[src/rtl/ula_ctrl_fsm.sv]
// Multicycle control sequencer for the ALU operand path: fetch, decode and
// execute phases with counted wait states for memory and the mult/div unit.
module ula_ctrl_fsm #(
  parameter int MEM_WAIT      = 1,
  parameter int MULDIV_CYCLES = 32
) (
  input  logic       clk,
  input  logic       reset,
  input  logic [5:0] opcode,
  input  logic [5:0] funct,
  input  logic       alu_zero,
  output logic [1:0] ula_a_sel,
  output logic [1:0] ula_b_sel,
  output logic [2:0] ula_op,
  output logic       mem_read,
  output logic       mem_write,
  output logic       ir_write,
  output logic       pc_write,
  output logic       pc_src,
  output logic       alu_out_write,
  output logic       reg_write,
  output logic       reg_dst,
  output logic       mem_to_reg,
  output logic       muldiv_start,
  output logic       illegal_op,
  output logic [3:0] state
);

  typedef enum logic [3:0] {
    FETCH      = 4'd0,
    DECODE     = 4'd1,
    EXEC_R     = 4'd2,
    EXEC_SHIFT = 4'd3,
    EXEC_I     = 4'd4,
    MEM_ADDR   = 4'd5,
    MEM_ACCESS = 4'd6,
    BRANCH     = 4'd7,
    MULDIV     = 4'd8,
    WRITEBACK  = 4'd9
  } state_e;

  localparam logic [5:0] OP_RTYPE = 6'h00;
  localparam logic [5:0] OP_ADDI  = 6'h08;
  localparam logic [5:0] OP_LW    = 6'h23;
  localparam logic [5:0] OP_SW    = 6'h2b;
  localparam logic [5:0] OP_BEQ   = 6'h04;
  localparam logic [5:0] OP_BNE   = 6'h05;

  localparam logic [5:0] MEM_LAST = 6'(MEM_WAIT);
  localparam logic [5:0] MD_LAST  = 6'(MULDIV_CYCLES - 1);

  state_e     state_q, state_d;
  logic [5:0] cnt_q, cnt_d;

  logic is_rtype, is_r_arith, is_r_shift, is_r_muldiv;

  assign is_rtype    = (opcode == OP_RTYPE);
  assign is_r_arith  = is_rtype && (funct == 6'h20 || funct == 6'h22 || funct == 6'h24);
  assign is_r_shift  = is_rtype && (funct == 6'h00 || funct == 6'h02 || funct == 6'h03);
  assign is_r_muldiv = is_rtype && (funct == 6'h18 || funct == 6'h1a);

  always_comb begin
    // NOTE: every variable gets a default before the case so no path leaves it unassigned (no latch).
    state_d = FETCH;
    case (state_q)
      FETCH:      state_d = (cnt_q == MEM_LAST) ? DECODE : FETCH;
      DECODE: begin
        if (is_r_arith)                          state_d = EXEC_R;
        else if (is_r_shift)                     state_d = EXEC_SHIFT;
        else if (is_r_muldiv)                    state_d = MULDIV;
        else if (opcode == OP_ADDI)              state_d = EXEC_I;
        else if (opcode == OP_LW || opcode == OP_SW)  state_d = MEM_ADDR;
        else if (opcode == OP_BEQ || opcode == OP_BNE) state_d = BRANCH;
        else                                     state_d = FETCH;
      end
      EXEC_R, EXEC_SHIFT, EXEC_I: state_d = WRITEBACK;
      MEM_ADDR:   state_d = MEM_ACCESS;
      MEM_ACCESS: begin
        if (cnt_q != MEM_LAST)     state_d = MEM_ACCESS;
        else if (opcode == OP_LW)  state_d = WRITEBACK;
        else                       state_d = FETCH;
      end
      MULDIV:     state_d = (cnt_q == MD_LAST) ? FETCH : MULDIV;
      default:    state_d = FETCH;
    endcase
    cnt_d = (state_d == state_q) ? cnt_q + 6'd1 : 6'd0;
  end

  always_ff @(posedge clk or posedge reset) begin
    // NOTE: non-blocking assignments so every flop samples pre-edge values.
    if (reset) begin
      state_q <= FETCH;
      cnt_q   <= 6'd0;
    end else begin
      state_q <= state_d;
      cnt_q   <= cnt_d;
    end
  end

  // Outputs are decoded from the current state; reset forces all of them low.
  always_comb begin
    ula_a_sel     = 2'b00;
    ula_b_sel     = 2'b00;
    ula_op        = 3'b000;
    mem_read      = 1'b0;
    mem_write     = 1'b0;
    ir_write      = 1'b0;
    pc_write      = 1'b0;
    pc_src        = 1'b0;
    alu_out_write = 1'b0;
    reg_write     = 1'b0;
    reg_dst       = 1'b0;
    mem_to_reg    = 1'b0;
    muldiv_start  = 1'b0;
    illegal_op    = 1'b0;
    if (!reset) begin
      case (state_q)
        FETCH: begin
          mem_read  = 1'b1;
          ula_b_sel = 2'b01;
          ula_op    = 3'b001;
          ir_write  = (cnt_q == MEM_LAST);
          pc_write  = (cnt_q == MEM_LAST);
        end
        DECODE: begin
          ula_b_sel     = 2'b11;
          ula_op        = 3'b001;
          alu_out_write = 1'b1;
          illegal_op    = (state_d == FETCH);
        end
        EXEC_R: begin
          ula_a_sel     = 2'b01;
          alu_out_write = 1'b1;
          case (funct)
            6'h20:   ula_op = 3'b001;
            6'h22:   ula_op = 3'b010;
            6'h24:   ula_op = 3'b011;
            default: ula_op = 3'b000;
          endcase
        end
        EXEC_SHIFT: begin
          ula_a_sel     = 2'b10;
          alu_out_write = 1'b1;
        end
        EXEC_I, MEM_ADDR: begin
          ula_a_sel     = 2'b01;
          ula_b_sel     = 2'b10;
          ula_op        = 3'b001;
          alu_out_write = 1'b1;
        end
        MEM_ACCESS: begin
          mem_read  = (opcode == OP_LW);
          mem_write = (opcode == OP_SW);
        end
        BRANCH: begin
          ula_a_sel = 2'b01;
          ula_op    = 3'b010;
          pc_src    = 1'b1;
          pc_write  = ((opcode == OP_BEQ) && alu_zero) || ((opcode == OP_BNE) && !alu_zero);
        end
        MULDIV: begin
          ula_a_sel    = 2'b01;
          muldiv_start = (cnt_q == 6'd0);
        end
        WRITEBACK: begin
          reg_write  = 1'b1;
          reg_dst    = is_rtype;
          mem_to_reg = (opcode == OP_LW);
        end
        default: ;
      endcase
    end
  end

  assign state = state_q;

endmodule

[config.mk]
export PLATFORM = sky130hd
export DESIGN_NAME = ula_ctrl_fsm
export DESIGN_NICKNAME = d
export VERILOG_FILES = /design/src/rtl/ula_ctrl_fsm.sv
export SDC_FILE = /design/constraint.sdc
export NUM_CORES = 1
export LEC_CHECK = 0
export BUFFER_PORTS_ARGS = -buffer_cell sky130_fd_sc_hd__buf_4
export CAP_MARGIN = 20
export CORE_ASPECT_RATIO = 0.75
export CORE_UTILIZATION = 50
export CTS_BUF_LIST = sky130_fd_sc_hd__clkbuf_16
export DETAILED_ROUTE_END_ITERATION = 8
export PLACE_DENSITY = 0.79
export SETUP_SLACK_MARGIN = 0.5
export SYNTH_ARGS = -nofsm -noshare
export SYNTH_HDL_FRONTEND = slang
export SYNTH_SLANG_ARGS = --single-unit
[constraint.sdc]
create_clock -name clk -period 2.3 [get_ports clk]
set_input_delay 0.23 -clock clk [delete_from_list [all_inputs] [get_ports clk]]
set_output_delay 0.23 -clock clk [all_outputs]
set_load 0.05 [all_outputs]
==> flow_summary.json, run 1 <==
{
  "outcome": "stopped before the end",
  "stop_stage": "global routing",
  "error": "[ERROR DPL-0033] detailed placement checks failed during check placement.",
  "hpwl_um": 2727,
  "clock_path_buffers": 2,
  "cts_root_buf": "clkbuf_16",
  "synth_top_area_share": 0.2227,
  "clkSinkCount": 10,
  "synth.distinct_cells": 52,
  "grt_max_degree": 21,
  "netlist_instances": 151,
  "synthArstFlopShare": 1.000,
  "initial_utilization": 0.5436,
  "synth_warnings": 0,
  "die_w_um": 56.74,
  "synth-compound-area-share": 0.2283,
  "port_buffers": 35,
  "synth_top_family_by_area": "simple AND/OR/NAND/NOR gates",
  "worst_endpoint": "illegal_op",
  "yosysTopAreaCell": "dfrtp_1",
  "synthSimpleGateAreaFrac": 0.4053,
  "synth_flop_cell": "dfrtp_1",
  "avgSynthCellArea_um2": 7.441,
  "synth_xor_area_frac": 0.04677,
  "synth_fa_ha_area_frac": 0.03341,
  "synth-seq-cells": 10,
  "placed_cells": 205,
  "pin_count": 37,
  "cts_max_level": 1,
  "synthesis.area_mm2": 0.001124,
  "synthesis.nets": 169,
  "synth.mux.area_fraction": 0,
  "ys_seq_area_frac": 0.2227,
  "endpoint_type": "primary output",
  "synth_edf_count": 0,
  "place.gp.congestion": 0.9647,
  "place_ws_ps": 255.1,
  "cts_buffers": 3,
  "antenna_found_initial": 0,
  "die_h_um": 43.06,
  "holdBufCountCts": 0,
  "netlist_top_cells_area": "dfrtp_1 22%, nand3_1 6.2%, nor2_1 5.3%",
  "rows": 14
}
-- stage by stage --
| step | util | cell area, um2 | hold WS (ps) |
|---|---|---|---|
| after global placement | 0.7736 | 1599 | 275.4 |
| after CTS | 0.9249 | 1912 | 52.50 |
| after detailed placement | 0.7736 | 1599 | 286.8 |
| after floorplan | - | 1379 | 70.00 |
-- synthesized netlist by cell type, types with 2 or more instances --
cell type and count:
a31oi_1 3, nor2b_1 3, and3_1 4, nand2b_1 2
nand2_1 15, clkbuf_1 3, xor2_1 4, a21oi_1 6
nand3_1 14, nor4_1 7, inv_1 8, o311ai_1 2
nor2_1 16, ha_1 3, dfrtp_1 10, nor3_1 7
xnor2_1 2, and2_1 2, o21ai_0 4, buf_2 2
a211o_1 2, nor3b_1 2
-- what timing repair did --
| item | in CTS |
|---|---|
| pin swaps | 11 |
| endpoints found under the hold margin | 0 |
| setup buffers | 14 |
| setup endpoints to repair | 15 |
| gates resized for setup | 31 |
-- cells by family after synthesis --
| logic type | count (synthesis) |
|---|---|
| AND/OR/NAND/NOR | 82 |
| AO/OA/AOI/OAI | 33 |
| buffers and inverters | 16 |
| flip-flops | 10 |
| XOR/XNOR | 6 |
| adder cells (fa/ha/maj) | 3 |
| other | 1 |
==> run 2: changes to the inputs <==
CORE_AREA = 2 2 63 65   (was default)
CORE_ASPECT_RATIO = default   (was 0.75)
CORE_UTILIZATION = default   (was 50)
CTS_BUF_LIST = default   (was sky130_fd_sc_hd__clkbuf_16)
DIE_AREA = 0 0 65 67   (was default)
PLACE_DENSITY = default   (was 0.79)
PLACE_DENSITY_LB_ADDON = 0.15   (was default)
SETUP_SLACK_MARGIN = default   (was 0.5)
==> run 2 against run 1 <==
The run now ends clean. Synthesized cell count is the same. Area after synthesis unchanged.
==> flow_summary.json, run 2 <==
{
  "synth.distinct_cells": 52,
  "tightest_slew_ps": 549.8,
  "slew_violations": 0,
  "layout_min_cycle_time_ps": 2239,
  "wl_per_cell_um": 14.56,
  "hold-worst-slack_ps": 12.05,
  "cp.required_ps": 2070,
  "crit_path_start_kind": "flop",
  "netlist_instances": 151,
  "final_cells": 238,
  "cts_max_level": 1,
  "antenna_left": 0,
  "synth-seq-cells": 10,
  "syn2layout_area_growth_pct": 40.09,
  "wirelength_um": 3465,
  "fin_util": 0.4365,
  "design.core.area_mm2": 0.003606,
  "cts_tree": "yes",
  "synth_top_area_share": 0.2227,
  "worst-setup-path-type": "reg -> out",
  "avgSynthCellArea_um2": 7.441,
  "seq_area_um2": 254.0,
  "reg2regPathDepth": 5,
  "top_register": "cnt_q",
  "final_nets": 209,
  "arrival_ps": 2010,
  "synthesis.nets": 169,
  "p_switching_mw": 0.7241,
  "finalClockSkew_ps": 0.9660,
  "cts_buffers": 3,
  "setup_viol": 0,
  "die_area_mm2": 0.004355,
  "p_int_mw": 0.6879,
  "timing.fmax_mhz": 446.5,
  "synthArstFlopShare": 1.000,
  "yosysMostFrequentCell": "nor2_1",
  "synth_warnings": 0,
  "regToRegSetupSlack_ps": 290,
  "antenna_cells": 0,
  "hpwl_um": 2785,
  "antenna_found_initial": 0,
  "rows": 22,
  "placed_cell_area_mm2": 0.001498,
  "hold_class": "in -> async",
  "synthesis.area_mm2": 0.001124,
  "power_frac_seq": 0.182,
  "clkSinkCount": 10,
  "drc_errors": 0,
  "cts_root_buf": "clkbuf_8",
  "die_h_um": 67,
  "clkLatencyLatePin_ps": 240,
  "vias_per_cell": 5.382,
  "relSlewSlack": 0.6318,
  "yosysTopAreaCell": "dfrtp_1",
  "yosys-top-cells-count": "16 x nor2_1, 15 x nand2_1, 14 x nand3_1",
  "placed_cells": 233,
  "rsz0062_at_grt": "true",
  "maxCapViolations": 0,
  "initial_utilization": 0.3116,
  "cp_max_fo": 4,
  "port_buffers": 35,
  "p_per_area_mw_per_mm2": 897.1,
  "fin_crit_sh": 0.9737,
  "vdd_drop_max_mv": 0.5747,
  "comb_power_share": 0.657,
  "fill_cells": 385,
  "die_w_um": 65,
  "p_clk_frac": 0.161,
  "pin_count": 37,
  "vias": 1281,
  "drive_gt1_frac": 0.3526,
  "synth_flop_cell": "dfrtp_1",
  "clock_path_buffers": 2,
  "p_sw_frac": 0.5128,
  "largest_register_ffs": 6,
  "outcome": "complete, no violations",
  "drt-initial-drc-count": 69,
  "ys_seq_area_frac": 0.2227,
  "path_clk_slew_ps": 50,
  "track_usage": 0.1690,
  "grt_pass1_wl_um": 5768,
  "netlist_top_cells_area": "dfrtp_1 22%, nand3_1 6.2%, nor2_1 5.3%",
  "final_common_cell": "buf_4",
  "grt_overflow": 0,
  "grt_max_degree": 20,
  "mostFrequentLayoutCells": "42 x buf_4, 15 x nand2_1, 14 x nand3_1",
  "worstReg2RegEnd": "cnt_q[2]",
  "cp-end-kind": "primary output",
  "place.gp.congestion": 0.8988,
  "p_leak_nw": 0.6823,
  "worstReg2RegStart": "state[1]",
  "synth_edf_count": 0,
  "design_area_mm2": 0.001574,
  "finalHoldViolations": 0,
  "multi_input_area_um2": 848.3,
  "fin_setup_tns_ps": 0,
  "grt_pass1_vias": 1216,
  "drt-pass1-iter-count": 4
}
## run 2: cells by family (layout without fill, tap and decap cells)
logic type,after synthesis,in the layout,synth area share
fa+ha+maj,3,3,0.03341
xor+xnor,6,6,0.04677
simple gates,82,82,0.4053
compound gates,33,33,0.2283
buf+inv,16,55,0.06013
other cells,1,1,0.003338
flops,10,10,0.2227
## run 2: worst max path at each step
stage                         to  startpoint  depth (start not counted)
global route          illegal_op    cnt_q[4]                          6
global placement      illegal_op    cnt_q[2]                          6
detailed placement    illegal_op    cnt_q[2]                          6
CTS                   illegal_op    cnt_q[2]                          6
floorplan           ula_b_sel[0]    state[3]                          4
finish                illegal_op    cnt_q[4]                          6
## run 2: critical path, stage by stage, from the launching register on
cell      delay [ps]
dfrtp_2          440
nor4_4           370
nand4_1          120
a221o_1          360
o221ai_2         250
nor3b_2           80
buf_6            150
## run 2: metal layers
metal  track usage  vias up  share of wire
met1        0.2375      599           0.46
met3       0.03041        2          0.070
li1              -      636              -
met4       0.04521        0         0.0049
met2        0.2642       44           0.47
met5             0        -              0
## run 2: cell type report
class                      instances  area share
multi-input combinational        125      0.5390
timing repair buffer              43      0.2075
sequential                        10      0.1614
tap                               48     0.03816
clock buffer                       4     0.03498
inverter                           8     0.01908
## run 2: power groups by stage
| stage | clock network (mW) | logic [mW] | registers, mW |
|---|---|---|---|
| final | 0.227 | 0.928 | 0.257 |
| after CTS | 0.232 | 0.926 | 0.256 |
| after detailed placement | 0 | 0.915 | 0.259 |
| after floorplan | 0 | 0.602 | 0.304 |
| after global routing | 0.244 | 1.01 | 0.263 |
| after global placement | 0 | 0.910 | 0.259 |
## run 2: timing repair
item                                    4_1_cts  5_1_grt
hold buffers                                  0        0
pin swaps                                     0        5
endpoints found under the hold margin         0        0
buffers inserted                              0        1
resized for setup                             1        4
endpoints found under the setup margin        1        1
gates cloned                                  0        0
## run 2: stage by stage
stage / total power, mW / worst slack (ps)
after floorplan: 0.9057 / -326.9
after global placement: 1.169 / 262.3
after detailed placement: 1.174 / 190.4
after CTS: 1.413 / 6.493
after global routing: 1.520 / -58.87
final: 1.412 / 60.51
Power figures use the tool's default switching activity.
